<file path="src/rtl/bcd_updown_counter.sv">
// Parametrised N-digit BCD up/down counter with parallel load and a wrap or saturate boundary mode.
// bcd and tc are the only state; zero is decoded combinationally from bcd.
module bcd_updown_counter #(
   parameter int DIGITS = 3,
   parameter bit WRAP   = 1'b1
) (
   input  logic                  ck,
   input  logic                  rs,
   input  logic                  en,
   input  logic                  up,
   input  logic                  ld,
   input  logic [4*DIGITS-1:0]   ld_val,
   output logic [4*DIGITS-1:0]   bcd,
   output logic                  tc,
   output logic                  zero
);

   logic [4*DIGITS-1:0] step_val;
   logic [4*DIGITS-1:0] load_val;
   logic                carry;
   logic                boundary;

   // Ripple carry/borrow: a digit only moves while the chain below it has
   // rolled over, so a carry out of the top digit marks the boundary step.
   always_comb begin
      // NOTE: every output of this block gets a default first, so no path can infer a latch.
      step_val = bcd;
      load_val = ld_val;
      carry    = 1'b1;
      for (int k = 0; k < DIGITS; k++) begin
         if (ld_val[4*k +: 4] > 4'd9)
            load_val[4*k +: 4] = 4'd9;
         if (carry) begin
            if (up) begin
               if (bcd[4*k +: 4] == 4'd9) begin
                  step_val[4*k +: 4] = 4'd0;
               end else begin
                  step_val[4*k +: 4] = bcd[4*k +: 4] + 4'd1;
                  carry              = 1'b0;
               end
            end else begin
               if (bcd[4*k +: 4] == 4'd0) begin
                  step_val[4*k +: 4] = 4'd9;
               end else begin
                  step_val[4*k +: 4] = bcd[4*k +: 4] - 4'd1;
                  carry              = 1'b0;
               end
            end
         end
      end
      boundary = carry;
   end

   // Wrapping falls out of the digit arithmetic; saturation just refuses the boundary step.
   always_ff @(posedge ck) begin
      // NOTE: state registers use non-blocking assignments so every flop samples pre-edge values.
      if (rs) begin
         bcd <= '0;
         tc  <= 1'b0;
      end else if (ld) begin
         bcd <= load_val;
         tc  <= 1'b0;
      end else if (en) begin
         tc <= boundary;
         if (WRAP || !boundary)
            bcd <= step_val;
      end else begin
         tc <= 1'b0;
      end
   end

   assign zero = (bcd == '0);

endmodule
</file>
<file path="config.mk">
export PLATFORM = sky130hd
export DESIGN_NAME = bcd_updown_counter
export DESIGN_NICKNAME = d
export VERILOG_FILES = /design/src/rtl/bcd_updown_counter.sv
export SDC_FILE = /design/constraint.sdc
export NUM_CORES = 1
export LEC_CHECK = 0
export CORE_MARGIN = 8
export CORE_UTILIZATION = 30
export DETAILED_ROUTE_END_ITERATION = 16
export GPL_TIMING_DRIVEN = 0
export SYNTH_ARGS = -nofsm -noshare
export SYNTH_HDL_FRONTEND = slang
export SYNTH_SLANG_ARGS = --single-unit
</file>
<file path="constraint.sdc">
create_clock -name ck -period 2 [get_ports ck]
set_input_delay 0.3 -clock ck [delete_from_list [all_inputs] [get_ports ck]]
set_output_delay 0.3 -clock ck [all_outputs]
set_load 0.03 [all_outputs]
</file>
==> out/results.md, run 1 <==
| Group | Metric | Value |
|:---|:---|:---|
| clock tree | CTS Root Buffer Type | clkbuf_4 |
| synth | Synthesized instance count | 154 |
| grt | Antenna violations before repair | 0 |
| sta | Final-report hold violation count | 0 |
| clock tree | Clock sink count | 13 |
| setup path | Cell Chain, Critical Path | clkbuf_1 > nor3_2 > nand3_1 > nor4_2 > buf_2 |
| power and ir drop | Sw frac | 37.0% |
| layout | Growth of design area from synthesis to finish | 36.4% |
| clock tree | Number of buffers inserted by hold repair at cts | 0 |
| synth | Number of enable-type register cells in the synthesized netlist | 0 |
| clock tree | Max H-tree Level | 1 |
| synth | Share of synthesized registers carrying an async set or reset | 0% |
| detailed routing | Vias per cell | 5.20 |
| detailed routing | Overall routed net length | 3320 um |
| layout | Multi-input combinational cell area | 742 um^2 |
| synth | Syn Area/Cell | 7.13 um^2 |
| power and ir drop | Pint | 0.491 mW |
| sta | Upper clock frequency limit | 509 MHz |
| detailed routing | Wirelength per Cell | 14.0 um |
| synth | Flip-flop and latch count after synthesis | 13 |
| sta | Count of endpoints failing setup in the final report | 0 |
| die | Die Width | 76.5 um |
| grt | Met1 track demand over resource | 13.5% |
| die | Count of pins on the block boundary | 31 |
| run | Max-cap violations | 0 |
| sta | Final critical-path setup slack | 35.4 ps |
| die | Row count | 22 |
| power and ir drop | PD cells | 520 nW/um^2 |
| power and ir drop | Peak supply drop | 310 uV |
| grt | Met3 track demand over resource in global routing | 3.18% |
| power and ir drop | Leakage power total | 0.528 nW |
| clock tree | Clock insertion delay at the later pin of the skew report | 280 ps |
| detailed routing | DRT Pass-1 Iters | 4 |
| die | Floorplan core area | 3580 um^2 |
| power and ir drop | Sequential share of power | 37.6% |
| layout | Filler cells | 387 |
| clock tree | Inserted Clock Buffers | 3 |
| power and ir drop | Combinational share of power | 40.3% |
| detailed routing | Number of antenna-violating nets in the routed design | 0 |
| layout | Final Net Count | 207 |
| sta | Setup repair after global routing missed its margin | true |
| setup path | Critical Path Start Type | flop |
| grt | Total grt overflow | 0 |
| power and ir drop | Net switching power of the design | 0.288 mW |
| detailed routing | Iteration-0 DRC count of the detailed router | 42 |
| layout | Design area | 1500 um^2 |
| grt | Largest net degree at the start of global routing | 11 |
| sta | Clock skew | 9.57 ps |
| place | Weighted congestion at the end of routability-driven global placement | 0.837 |
| setup path | Arrival time of the worst setup path | 1660 ps |
| synth | Yosys warning total | 0 |
| layout | Share of the core filled with cells in the final layout | 41.8% |
| layout | Number of diodes added for antenna fixing | 0 |
| place | Worst slack after detailed placement | -455 ps |
| place | Total placed instance area | 1440 um^2 |
| grt | GR Util met2 | 18.0% |
| grt | Via count of the first global-routing pass | 1,181 |
| synth | Library cells used by synthesis | 44 |
| die | Die area | 5850 um^2 |
| setup path | Worst-path fanout max | 9 |
| clock tree | TritonCTS clock tree | built |
| layout | Layout cells sized above 1 | 11.6% |
| grt | Global-route wire length before repair | 5530 um |
| synth | Netlist Area Pre-Place | 1100 um^2 |
| detailed routing | Remaining design rule violation count | 0 |
| sta | Number of pins exceeding their max-slew limit in the final report | 0 |
| setup path | Required time at the endpoint of the critical path | 1700 ps |
| synth | Syn_nets | 171 |
| setup path | Critical path endpoint category | output pin |
| synth | Dominant synthesized flop cell | dfxtp_1 |
| sta | Min Tclk post-route | 1960 ps |
| clock tree | Buffer levels on the longest clock path | 2 |
| sta | Aggregate negative setup slack | 0 ps |
| setup path | Slowest cell on the critical path | dfxtp_1 |
| die | Die extent in y | 76.5 um |
| outcome | Outcome | complete, no violations |
| place | IO Port Bufs | 28 |
| setup path | Classification of the worst setup path | reg2out |
| setup path | Crit path largest cell delay | 320 ps |
| place | Placed wire-length estimate | 2480 um |
| grt | Global route hottest layer | met2 |
| setup path | Minimum setup slack among reg-to-reg paths | 110 ps |
| sta | Actual slew at the worst max-slew pin | 583 ps |
| min path | Class of the worst hold path | in2reg |
| sta | Hold Slack | 517 ps |
| sta | Post-route fraction of the period consumed by the critical path | 98.2% |
| layout | Sequential cell area in the final layout | 260 um^2 |
| clock tree | Post-CTS clock slew at the launch and capture registers of the worst setup and hold paths | 90 ps |
| die | Initial Utilization | 30.7% |
| grt | Global-route usage over all layers | 11.2% |
| synth | Post-synthesis sequential area ratio | 23.7% |
| detailed routing | Total number of vias | 1,233 |
| power and ir drop | Clock share of power | 22.1% |
| sta | Slew Limit Headroom | 61.1% |
## per-layer routing
metal	share of wire (%)	routed length, um
met5	0	0
met4	0.54	18
met3	5.2	172
met2	48	1590
met1	46	1540
## metrics by stage
step | power [mW] | cells
floorplan | 0.500 | 154
global placement | 0.602 | 230
detailed placement | 0.607 | 230
CTS | 0.780 | 234
global route | 0.826 | 237
finish | 0.779 | 237
## cell usage after synthesis, types with 2 or more instances
cell	n	area (um^2)
nand2b_1	2	12.5
nor3_1	8	40.0
a221oi_1	4	35.0
a31oi_1	3	18.8
o32ai_1	2	17.5
nand3_1	5	25.0
a21oi_1	9	45.0
o22ai_1	2	12.5
buf_1	2	7.51
dfxtp_1	13	260
nand2_1	8	30.0
nor4_1	3	18.8
a211oi_1	4	30.0
clkbuf_1	13	48.8
and3_1	3	18.8
xor2_1	2	17.5
xnor2_1	7	61.3
o21ai_0	15	75.1
nor2_1	16	60.1
inv_1	8	30.0
and3_2	2	15.0
## registers in the layout, indices dropped and copies added, names as in the netlist
name and cells:
bcd 12, tc 1
## layout by cell type, fill, tap and decap left out, types with 3 or more instances in the layout
cell,Yosys,layout
nand2_1,8,8
a211oi_1,4,4
a31oi_1,3,3
inv_1,8,8
nor3_1,8,7
nor2_1,16,16
clkbuf_1,13,12
xnor2_1,7,7
clkbuf_4,0,3
dfxtp_1,13,13
and3_1,3,3
nand3_1,5,5
o21ai_0,15,15
a21oi_1,9,9
buf_4,0,3
buf_2,1,3
a221oi_1,4,4
clkdlybuf4s50_1,0,27
## what timing repair did
action | in CTS | in global routing
hold endpoints to repair | 0 | 0
setup buffers | 0 | 3
pin swaps | 0 | 2
setup endpoints to repair | 7 | 8
gates resized for setup | 5 | 7
cloned | 0 | 0
## power by group through the flow
| stage | sequential (mW) | combinational (mW) | clock, mW |
|---|---|---|---|
| finish | 0.293 | 0.314 | 0.172 |
| global route | 0.297 | 0.343 | 0.187 |
| CTS | 0.293 | 0.309 | 0.178 |
| detailed placement | 0.299 | 0.308 | 0 |
| global placement | 0.298 | 0.304 | 0 |
| floorplan | 0.330 | 0.170 | 0 |
## area by class of cell
type / instances / area share (%)
inverter: 9 / 2.26
timing repair buffer: 31 / 19.9
sequential: 13 / 17.4
multi-input combinational: 115 / 49.6
tap: 48 / 4.01
clock buffer: 4 / 1.76
buffer: 17 / 5.10
## logic make-up (layout without fill, tap and decap cells)
group / count (synthesis) / after routing / synth area share, %
XOR/XNOR: 9 / 9 / 7.18
flip-flops: 13 / 13 / 23.7
buffers and inverters: 26 / 61 / 9.69
AO/OA/AOI/OAI: 52 / 52 / 33.9
AND/OR/NAND/NOR: 53 / 53 / 24.5
multiplexers: 1 / 1 / 1.03
## worst max-delay path, delay by kind of cell (launching register included)
family                 cells  cell delay, ps
and+or+nand+nor            3             610
buffers and inverters      2             460
DFF                        1             320
## path summary, 6_finish.rpt
kind,endpoint,start,cells past startpoint
max,zero,bcd[5]$_SDFFE_PP0P_,5
min,bcd[2]$_SDFFE_PP0P_,en,3
max reg2reg,bcd[8]$_SDFFE_PP0P_,bcd[0]$_SDFFE_PP0P_,7
min reg2reg,bcd[7]$_SDFFE_PP0P_,bcd[7]$_SDFFE_PP0P_,3
No activity file was read; power rests on OpenSTA's default activity.
==> inputs of run 2 (changes only) <==
--- a/config.mk
+++ b/config.mk
@@ -8,7 +8,6 @@
 export CORE_MARGIN = 8
 export CORE_UTILIZATION = 30
 export DETAILED_ROUTE_END_ITERATION = 16
-export GPL_TIMING_DRIVEN = 0
 export SYNTH_ARGS = -nofsm -noshare
 export SYNTH_HDL_FRONTEND = slang
 export SYNTH_SLANG_ARGS = --single-unit
==> out/results.md, run 2 (synthesis results as in run 1) <==
| Group | Metric | Value |
|:---|:---|:---|
| power and ir drop | Peak supply drop | 259 uV |
| clock tree | Number of buffers inserted by hold repair at cts | 0 |
| setup path | Required time at the endpoint of the critical path | 1700 ps |
| power and ir drop | PD cells | 515 nW/um^2 |
| sta | Setup repair after global routing missed its margin | false |
| place | Worst slack after detailed placement | -73.1 ps |
| setup path | Crit path buf inv count | 2 |
| clock tree | Buffer levels on the longest clock path | 2 |
| setup path | Crit path largest cell delay | 400 ps |
| layout | Most common cell after layout, fill and taps aside | clkdlybuf4s50_1 |
| min path | Class of the worst hold path | reg2reg |
| detailed routing | Iteration-0 DRC count of the detailed router | 138 |
| die | Count of pins on the block boundary | 31 |
| setup path | Cell Chain, Critical Path | buf_4 > or3_1 > nor4_2 > buf_4 |
| die | Die Width | 76.5 um |
| sta | Count of endpoints failing setup in the final report | 0 |
| layout | Multi-input combinational cell area | 742 um^2 |
| layout | Design area | 1530 um^2 |
| setup path | Critical Path Start Type | flop |
| grt | Global-route usage over all layers | 11.5% |
| layout | Reg with most FFs | bcd |
| place | Placed wire-length estimate | 2550 um |
| sta | Hold Slack | 608 ps |
| detailed routing | DRT Pass-1 Iters | 4 |
| layout | Final Net Count | 204 |
| die | Die extent in y | 76.5 um |
| grt | Via count of the first global-routing pass | 1,236 |
| clock tree | CTS Root Buffer Type | clkbuf_4 |
| place | Post-Place Cells | 230 |
| place | Weighted congestion at the end of routability-driven global placement | 0.882 |
| sta | Actual slew at the worst max-slew pin | 371 ps |
| setup path | Slowest cell on the critical path | or3_1 |
| sta | Post-route fraction of the period consumed by the critical path | 94.4% |
| die | Row count | 22 |
| detailed routing | Vias per cell | 5.31 |
| sta | Final-report hold violation count | 0 |
| setup path | Worst-path fanout max | 9 |
| detailed routing | Wirelength per Cell | 14.2 um |
| grt | Largest net degree at the start of global routing | 12 |
| setup path | Most frequent cell on the critical path | buf_4 |
| run | Max-cap violations | 0 |
| sta | Aggregate negative setup slack | 0 ps |
| layout | Number of diodes added for antenna fixing | 0 |
| layout | Non-filler cells, final | 234 |
| clock tree | Max H-tree Level | 1 |
| layout | Filler cells | 385 |
| detailed routing | Overall routed net length | 3330 um |
| clock tree | Clock sink count | 13 |
| layout | Sequential cell area in the final layout | 262 um^2 |
| detailed routing | Total number of vias | 1,243 |
| layout | Commonest cells after routing, fill and taps aside | clkdlybuf4s50_1, nor2_1, buf_4 |
| die | Initial Utilization | 30.7% |
| sta | Min Tclk post-route | 1890 ps |
| sta | Clock skew | 4.62 ps |
| grt | Global-route wire length before repair | 5730 um |
| die | Die area | 5850 um^2 |
| layout | Largest registers in the final layout | bcd x12, tc x1 |
| detailed routing | Remaining design rule violation count | 0 |
| power and ir drop | Leakage power total | 0.558 nW |
| setup path | Critical path endpoint category | output pin |
| sta | Slew Limit Headroom | 75.2% |
| die | Floorplan core area | 3580 um^2 |
| sta | Number of pins exceeding their max-slew limit in the final report | 0 |
| grt | Total grt overflow | 0 |
| place | IO Port Bufs | 30 |
| grt | Antenna violations before repair | 0 |
| outcome | Outcome | complete, no violations |
| sta | Final critical-path setup slack | 113 ps |
| setup path | Category of cells accounting for the largest share of critical-path delay | simple AND/OR/NAND/NOR gates |
| layout | Layout cells sized above 1 | 16.1% |
| clock tree | Inserted Clock Buffers | 3 |
| clock tree | Post-CTS clock slew at the launch and capture registers of the worst setup and hold paths | 90 ps |
| setup path | Arrival time of the worst setup path | 1590 ps |
| sta | Upper clock frequency limit | 530 MHz |
| setup path | Classification of the worst setup path | reg2out |
| place | Total placed instance area | 1500 um^2 |
| clock tree | Clock insertion delay at the later pin of the skew report | 280 ps |
| layout | Number of flip-flops under the largest register name | 12 |
| clock tree | TritonCTS clock tree | built |
| detailed routing | Number of antenna-violating nets in the routed design | 0 |
| layout | Growth of design area from synthesis to finish | 39.8% |
## run 2: cell count changes in the layout (fill, tap and decap cells not counted), sizes merged
| cell | previous run | this run |
|---|---|---|
| buf | 8 | 16 |
| clkbuf | 17 | 4 |
| clkdlybuf4s50 | 27 | 29 |
## run 2: path summary, 6_finish.rpt
check | startpoint | end | slack [ps] | cells after the start
min reg2reg | bcd[5]$_SDFFE_PP0P_ | bcd[5]$_SDFFE_PP0P_ | 610 | 2
max reg2reg | bcd[3]$_SDFFE_PP0P_ | bcd[5]$_SDFFE_PP0P_ | 300 | 4
max | bcd[0]$_SDFFE_PP0P_ | zero | 110 | 4
min | bcd[5]$_SDFFE_PP0P_ | bcd[5]$_SDFFE_PP0P_ | 610 | 2
## run 2: metal layers
metal  GRT usage (%)  vias to the layer above  share of wire, %
li1                -                      625                 -
met1            14.2                      571                45
met2            19.4                       45                47
met3            2.83                        2               7.1
met4            2.88                        0              0.57
met5               0                        -                 0
## run 2: what timing repair did
item / CTS / global route
resized for setup: 0 / 2
setup endpoints to repair: 0 / 1
buffers inserted: 0 / 0
## run 2: final cells by class
type	instances	share of cell area, %
Timing Repair Buffer	45	26.8
Tap cell	48	3.92
Inverter	9	2.20
Sequential cell	13	17.0
Clock buffer	4	1.71
Multi-Input combinational cell	115	48.4
## run 2: report_power, final
part           switching [mW]  total, mW  internal [mW]
Sequential             0.0326      0.309          0.277
Combinational           0.160      0.308          0.147
Clock                  0.0961      0.173         0.0773
Total                   0.289      0.790          0.501
## run 2: per-stage QoR
step | total power [mW] | util (%)
2_1_floorplan | 0.500 | -
3_3_place_gp | 0.617 | 42.0
3_5_place_dp | 0.622 | 42.0
4_1_cts | 0.800 | 42.7
5_1_grt | 0.844 | 42.9
6_report | 0.790 | 42.9
## run 2: worst min-delay path, cell delays in order, from the launching register on
cell and delay [ps]:
dfxtp_2 390, o21ai_0 90, a311oi_1 90
